--- src/rtl/vga_fb_pkg.sv ---
// Shared types and default widths for the VGA framebuffer port arbiter.
package vga_fb_pkg;

  localparam int FB_ADDR_W = 17;
  localparam int FB_DATA_W = 8;

  typedef struct packed {
    logic [FB_ADDR_W-1:0] addr;
    logic [FB_DATA_W-1:0] data;
  } fb_write_t;

  typedef enum logic [1:0] {
    IDLE,
    STALL,
    DRAIN
  } arb_state_t;

endpackage

--- src/rtl/vga_fb_arbiter_fifo.sv ---
// Synchronous write queue for the framebuffer arbiter (module fb_sync_fifo).
// First-word-fall-through head; push when full and pop when empty are ignored.
module fb_sync_fifo
  import vga_fb_pkg::*;
#(
  parameter int W     = $bits(fb_write_t),
  parameter int DEPTH = 8
) (
  input  logic                       clk,
  input  logic                       reset,
  input  logic                       push,
  input  logic [W-1:0]               din,
  input  logic                       pop,
  output logic [W-1:0]               dout,
  output logic                       full,
  output logic                       empty,
  output logic [$clog2(DEPTH):0]     level
);

  localparam int PTR_W = $clog2(DEPTH);

  logic [W-1:0]     store [DEPTH];
  logic [PTR_W-1:0] wr_ptr;
  logic [PTR_W-1:0] rd_ptr;
  logic             do_push;
  logic             do_pop;

  assign full    = (level == (PTR_W+1)'(DEPTH));
  assign empty   = (level == '0);
  assign do_push = push && !full;
  assign do_pop  = pop && !empty;
  assign dout    = store[rd_ptr];

  always_ff @(posedge clk or posedge reset) begin
    if (reset) begin
      wr_ptr <= '0;
      rd_ptr <= '0;
      level  <= '0;
    end else begin
      if (do_push) wr_ptr <= wr_ptr + 1'b1;
      if (do_pop)  rd_ptr <= rd_ptr + 1'b1;
      case ({do_push, do_pop})
        2'b10:   level <= level + 1'b1;
        2'b01:   level <= level - 1'b1;
        default: level <= level;
      endcase
    end
  end

  // Storage carries no reset; pointers alone define what is valid.
  always_ff @(posedge clk) begin
    if (do_push) store[wr_ptr] <= din;
  end

endmodule

--- src/rtl/vga_fb_arbiter.sv ---
// Single-port framebuffer arbiter: scanout reads always win, queued writes fill idle cycles.
// Define FB_ARB_VSYNC_COMMIT_EN to restrict write commits to vertical blanking.
module vga_fb_arbiter
  import vga_fb_pkg::*;
#(
  parameter int ADDR_W     = FB_ADDR_W,
  parameter int DATA_W     = FB_DATA_W,
  parameter int FIFO_DEPTH = 8
) (
  input  logic                          clk,
  input  logic                          reset,
  input  logic                          disp_valid,
  input  logic [ADDR_W-1:0]             disp_addr,
  input  logic                          disp_vblank,
  output logic [DATA_W-1:0]             disp_data,
  output logic                          disp_data_valid,
  input  logic                          wr_valid,
  output logic                          wr_ready,
  input  logic [ADDR_W-1:0]             wr_addr,
  input  logic [DATA_W-1:0]             wr_data,
  output logic                          mem_en,
  output logic                          mem_we,
  output logic [ADDR_W-1:0]             mem_addr,
  output logic [DATA_W-1:0]             mem_wdata,
  input  logic [DATA_W-1:0]             mem_rdata,
  output logic [$clog2(FIFO_DEPTH):0]   fifo_level
);

  localparam int WORD_W = ADDR_W + DATA_W;
  localparam int LVL_W  = $clog2(FIFO_DEPTH) + 1;

  logic              push;
  logic              pop;
  logic              full;
  logic              empty;
  logic              commit_ok;
  logic              last_entry;
  logic [WORD_W-1:0] head;
  arb_state_t        state;
  logic              vld_p0;
  logic              vld_p1;

`ifdef FB_ARB_VSYNC_COMMIT_EN
  assign commit_ok = disp_vblank;
`else
  // Any cycle the display leaves the port idle may commit, blanking or not.
  assign commit_ok = !disp_valid || disp_vblank;
`endif

  assign wr_ready   = !full;
  assign push       = wr_valid && wr_ready;
  assign pop        = !disp_valid && commit_ok && !empty && (state != IDLE);
  assign last_entry = (fifo_level == LVL_W'(1));

  fb_sync_fifo #(
    .W     (WORD_W),
    .DEPTH (FIFO_DEPTH)
  ) u_fifo (
    .clk   (clk),
    .reset (reset),
    .push  (push),
    .din   ({wr_addr, wr_data}),
    .pop   (pop),
    .dout  (head),
    .full  (full),
    .empty (empty),
    .level (fifo_level)
  );

  always_ff @(posedge clk or posedge reset) begin
    if (reset) begin
      state <= IDLE;
    end else begin
      case (state)
        IDLE:    if (push) state <= STALL;
        STALL:   if (pop) state <= (last_entry && !push) ? IDLE : DRAIN;
        DRAIN: begin
          if (!pop)                    state <= STALL;
          else if (last_entry && !push) state <= IDLE;
        end
        default: state <= IDLE;
      endcase
    end
  end

  // Stage p0: registered RAM command; p1: read data returns from RAM.
  always_ff @(posedge clk or posedge reset) begin
    if (reset) begin
      mem_en    <= 1'b0;
      mem_we    <= 1'b0;
      mem_addr  <= '0;
      mem_wdata <= '0;
      vld_p0    <= 1'b0;
      vld_p1    <= 1'b0;
    end else begin
      mem_en <= disp_valid || pop;
      mem_we <= pop;
      if (disp_valid) begin
        mem_addr <= disp_addr;
      end else if (pop) begin
        mem_addr  <= head[WORD_W-1 -: ADDR_W];
        mem_wdata <= head[DATA_W-1:0];
      end
      vld_p0 <= disp_valid;
      vld_p1 <= vld_p0;
    end
  end

  assign disp_data       = mem_rdata;
  assign disp_data_valid = vld_p1;

endmodule

--- config.mk ---
export PLATFORM = sky130hd
export DESIGN_NAME = vga_fb_arbiter
export DESIGN_NICKNAME = d
export VERILOG_FILES = /design/src/rtl/vga_fb_pkg.sv /design/src/rtl/vga_fb_arbiter_fifo.sv /design/src/rtl/vga_fb_arbiter.sv
export SDC_FILE = /design/constraint.sdc
export NUM_CORES = 1
export LEC_CHECK = 0
export ABC_AREA = 0
export CAP_MARGIN = 40
export CELL_PAD_IN_SITES_DETAIL_PLACEMENT = 1
export CELL_PAD_IN_SITES_GLOBAL_PLACEMENT = 1
export CORE_UTILIZATION = 45
export CTS_BUF_LIST = sky130_fd_sc_hd__clkbuf_8 sky130_fd_sc_hd__clkbuf_16
export DETAILED_ROUTE_END_ITERATION = 10
export PLACE_DENSITY_LB_ADDON = 0.1
export SYNTH_ARGS = -nofsm -noshare
export SYNTH_HDL_FRONTEND = slang
export SYNTH_HIERARCHICAL = 1
export SYNTH_SLANG_ARGS = --single-unit
--- constraint.sdc ---
create_clock -name clk -period 3.5 [get_ports clk]
set_clock_uncertainty 0.1 [all_clocks]
set_input_delay 0.7 -clock clk [delete_from_list [all_inputs] [get_ports clk]]
set_output_delay 0.7 -clock clk [all_outputs]
set_load 0.005 [all_outputs]
# After elaboration in Yosys (flattened, before gate mapping)
# Memories as Yosys holds them, arrays and structs flattened.
# Index checks and enable logic that the tools add are counted.
# Widths: inputs -> output; s select.
# word_totals
word_cells	56
mem_bits_rw	200
ff_bits	41
in_bits	55
n_memories	1
# memory_table
memory	words	width	rd	rd_clocked_by_memory_dff	write_ports	line_no	rtl
u_fifo.store	8	25	1	0	1	vga_fb_arbiter_fifo.sv:22	logic [W-1:0] store [DEPTH];
# op_classes
addsub	4
n_eq_ne	9
n_reduce_logical	20
n_bitwise	1
n_mux	11
# op_table
operator	n
$mux 17	2
$mux 2	5
$pmux 4 s2	1
$logic_and 1x1->1	7
$add 3x1->3 const B	2
$pmux 2 s3	1
$reduce_bool 2->1	3
$add 4x1->4 const B	1
$eq 2x1->1 const B	2
$eq 2x2->1 const B	2
$eq 4x1->1 const B	1
$eq 4x4->1 const B	1
$logic_not 1->1	4
$logic_not 4->1	1
$ne 2x2->1 const B	2
$sub 4x1->4 const B	1
$ne 3x3->1 const B	1
$reduce_and 3->1	1
$logic_not 2->1	1
$logic_or 1x1->1	2
$mux 1	2
$reduce_and 2->1	1
$not 1->1	1

# Depth between registers and ports, before layout
# depth
word_depth	8
ltp_mapped	12

# By module
# Netlist, hierarchy kept.
# modules_own_cells
mod	cells_each	area_each_um2	instances
fb_sync_fifo	358	8351.8	1
vga_fb_arbiter	140	1526.5	1

# Worst setup path after synthesis
# No wires, ideal clock.
# synth_timing
kind	register to register
startpoint	register u_fifo.level[0]
endpoint	register u_fifo.level[3]
t_arrival_ns	3.348
stages_incl_launch_ff	13
n_path_buf	1
setup_slack_ns	-0.082
cell_sequence	dfrtp_1 nor4_1 nor2_8 nand2_8 inv_4 buf_6 o41ai_1 inv_1 ha_1 ha_1 or4b_2 o311ai_0 o211ai_1
# synth_via
elab_chain_cells	7
# synth_rtl
item	line_no	rtl
start: declaration	vga_fb_arbiter_fifo.sv:17	output logic [$clog2(DEPTH):0] level
start signal: assignment	vga_fb_arbiter_fifo.sv:43	2'b10: level <= level + 1'b1;
start signal: assignment	vga_fb_arbiter_fifo.sv:44	2'b01: level <= level - 1'b1;
start signal: assignment	vga_fb_arbiter_fifo.sv:45	default: level <= level;
$logic_not 4->1 *	vga_fb_arbiter_fifo.sv:29	assign empty = (level == '0);
named net empty	vga_fb_arbiter.sv:35	logic empty;
$logic_not 1->1 *	vga_fb_arbiter.sv:52	assign pop = !disp_valid && commit_ok && !empty && (state != IDLE);
$logic_and 1x1->1 * (2 in series)	vga_fb_arbiter.sv:52	
named net pop	vga_fb_arbiter.sv:33	logic pop;
$logic_and 1x1->1 *	vga_fb_arbiter_fifo.sv:31	assign do_pop = pop && !empty;
named net u_fifo.do_pop	vga_fb_arbiter_fifo.sv:26	logic do_pop;
$eq 2x1->1 / $eq 2x2->1 (equally long branches)	vga_fb_arbiter_fifo.sv:42	case ({do_push, do_pop})
$pmux 4 s2 / $reduce_bool 2->1 (equally long branches)	n/a	
# The timed path passes the listed nets; every way through them passes the cells marked *.
# A chain may end at the register's enable or synchronous reset.

# Worst setup path in the final report
# layout_timing
startpoint	register u_fifo.level[0]
endpoint	register u_fifo.level[3]
# layout_rtl
item	line_no	rtl
$eq 4x4->1 *	vga_fb_arbiter_fifo.sv:28	assign full = (level == (PTR_W+1)'(DEPTH));
named net full	vga_fb_arbiter.sv:34	logic full;
$logic_not 1->1 *	vga_fb_arbiter.sv:50	assign wr_ready = !full;
$logic_and 1x1->1 *	vga_fb_arbiter.sv:51	assign push = wr_valid && wr_ready;
named net push	vga_fb_arbiter.sv:32	logic push;
$logic_and 1x1->1 *	vga_fb_arbiter_fifo.sv:30	assign do_push = push && !full;
$eq 2x1->1 / $eq 2x2->1 (equally long branches)	vga_fb_arbiter_fifo.sv:42	
$pmux 4 s2 / $reduce_bool 2->1 (equally long branches)	n/a	
# Marked as above.

==> out/results.ini <==
[timing]
finalHoldViolCount=0
tightest_slew_ns=0.850
max_slew_margin_pct=43.3
slew_viol_final=0
fmax_ghz=0.309
period_share_pct=92.3
period_needed_ns=3.23
rsz0062_at_grt=no
setup_viol=0
tns_ns=0

[detailed_routing]
via_count=4971
drtPass1Iterations=4
remaining_drc_errors=0
wire_per_inst_um=23.7
initialDrtViolationCount=180
final_antenna_net_count=0
vias_per_cell=5.59
routed_wl_um=21100

[synth]
yosysSeqAreaShare_pct=71.2
synth_edf_count=200
syn-cell-area_mm2=0.00988
synth_ff_type=edfxtp_1
netlist.area_leader.share_pct=60.8
ys_top_cells_by_area=edfxtp_1 (61%), mux4_1 (13%), dfrtp_1 (10%)
synth_top_area_cell=edfxtp_1
ys_async_sr_fraction_pct=17.0
syn-instance-count=498
synth_cell_type_count=44
ys_warn_count=6
ys_ff_latch=241
synth_nets=559
syn_area_per_cell_um2=19.8

[critical_path]
ff2ff_path_depth=10
setup.worst_path.start_class=flip-flop
cp-end-kind=flip-flop
critical_path_class=reg2reg
r2r-start=u_fifo/level[0]
path_max_fanout=9
r2r_slack_ns=0.27
critPathArrivalTime_ns=3.52
timing.rr.end=u_fifo/level[3]
required_ns=3.79

[final_layout]
layout.filler_cells=1888
multi_input_comb_area_mm2=0.00254
syn_to_final_growth_pct=20.6
drive_gt1_share_pct=19.4
final_util_pct=56.0
nets=654
seq_area_mm2=0.00703
final_cell_mix=edfxtp_1 (200), clkdlybuf4s50_1 (78), mux4_1 (49), dfrtp_1 (39), inv_1 (36)
final_common_cell=edfxtp_1
diodes=0

[pwr]
ir_worst_vdd_mv=0.459
power.leakage_nw=4.24
power.density_mw_per_mm2=826

[global_routing]
grt_pass1_wl_um=31600
grt_use_total_pct=19.4
grt_overflow=0
grt_max_degree=38
grt_pass1_vias=5283
antenna_found_initial=0

[die]
core_area_mm2=0.0213
rows=53
initial_core_util_pct=46.4
die-area_mm2=0.0225
die_h_um=150
die_w_um=150
num_io_pins=96

[hold_path]
min_from=vld_p0
holdPathEnd=disp_data_valid
hold_path.class=reg2reg
hold_path_depth=0

[status]
status=completed

[cts]
cts_htree_levels=1
clk_path_buf_depth=3
clkTransAtPathRegs_ns=0.06
ctsResizeCount=0
root_buffer=clkbuf_16
worstSkewPairLatency_ns=0.53
cts_setup_buffers=0
cts_tree=yes
cts_made_buffers=27
cts_sinks=241
cts_hold_buf=0

[placed_design]
place_hpwl_um=12200
place.gp.congestion=0.721
port_buffers=78

[flow_run]
maxCapViolCount=0

metal layers:
| layer | wire, um | vias to the layer above | track usage (%) |
|---|---|---|---|
| li1 | - | 2206 | - |
| met1 | 9100 | 2629 | 24.8 |
| met2 | 10800 | 106 | 34.3 |
| met3 | 908 | 30 | 3.36 |
| met4 | 290 | 0 | 4.65 |
| met5 | 0 | - | 0 |
power by group:
part | internal, mW | total, mW | switching, mW
sequential | 3.72 | 4.15 | 0.430
combinational | 1.56 | 2.86 | 1.31
clock | 1.75 | 2.83 | 1.08
total | 7.03 | 9.84 | 2.81
area by class of cell:
class / instances / share of cell area, %
Inverter: 28 / 0.903
Multi-Input combinational cell: 196 / 21.4
Tap cell: 275 / 2.89
Sequential cell: 241 / 59.0
Clock buffer: 30 / 6.02
Clock inverter: 20 / 1.62
Timing Repair Buffer: 99 / 8.19
registers in the layout (all words and copies together) (netlist names):
name             count
vld_p0               1
mem_wdata            8
u_fifo/level         4
mem_we               1
u_fifo/rd_ptr        3
mem_en               1
mem_addr            17
state                2
u_fifo/store       200
u_fifo/wr_ptr        3
disp_data_valid      1
cell usage after synthesis, types with 7 or more instances:
cell / n
buf_4: 8
buf_6: 9
mux4_1: 49
nand3_1: 21
mux2_2: 33
edfxtp_1: 200
clkbuf_1: 8
dfrtp_1: 41
o311ai_2: 7
nand2_1: 24
nor2_1: 7
inv_1: 27
o311ai_1: 10
cell families after synthesis:
logic type                 Yosys count  synth area share, %
AOI/OAI and AO/OA                   30                 2.95
xor gates and xnor gates             6                0.532
adders and majority gates            6                0.836
buffers and inverters               61                 3.37
DFF                                241                 71.2
muxes                               86                 17.4
and+or+nand+nor                     68                 3.70
stage by stage:
step	instances	power, mW	cell area [um^2]	setup WS, ns	hold WS (ns)
2_1_floorplan	498	5.96	9880	0.114	0.231
3_3_place_gp	839	7.00	11000	0.130	0.233
3_5_place_dp	839	7.12	11000	0.0905	0.236
4_1_cts	889	10.0	11900	0.258	0.252
5_1_grt	889	10.3	11900	0.102	0.256
6_report	889	9.84	11900	0.269	0.249
how the worst max path moves through the flow:
stage	startpoint	to	slack [ns]
floorplan	u_fifo/level[3]	u_fifo/store[0][0]	0.11
global placement	disp_valid	u_fifo/level[3]	0.13
detailed placement	disp_valid	u_fifo/level[3]	0.09
CTS	u_fifo/level[0]	u_fifo/level[3]	0.26
global route	u_fifo/level[0]	u_fifo/level[3]	0.10
finish	u_fifo/level[0]	u_fifo/level[3]	0.27
critical path, cell delays in order, from the launching register on:
cell and delay (ns):
dfrtp_1 0.48, or4b_4 0.62, inv_1 0.09, nand2b_1 0.20
inv_1 0.11, nand2_1 0.14, ha_1 0.19, ha_1 0.29
or4b_2 0.64, o311ai_0 0.12, o211ai_1 0.12
(Power assumes the default switching activity.)
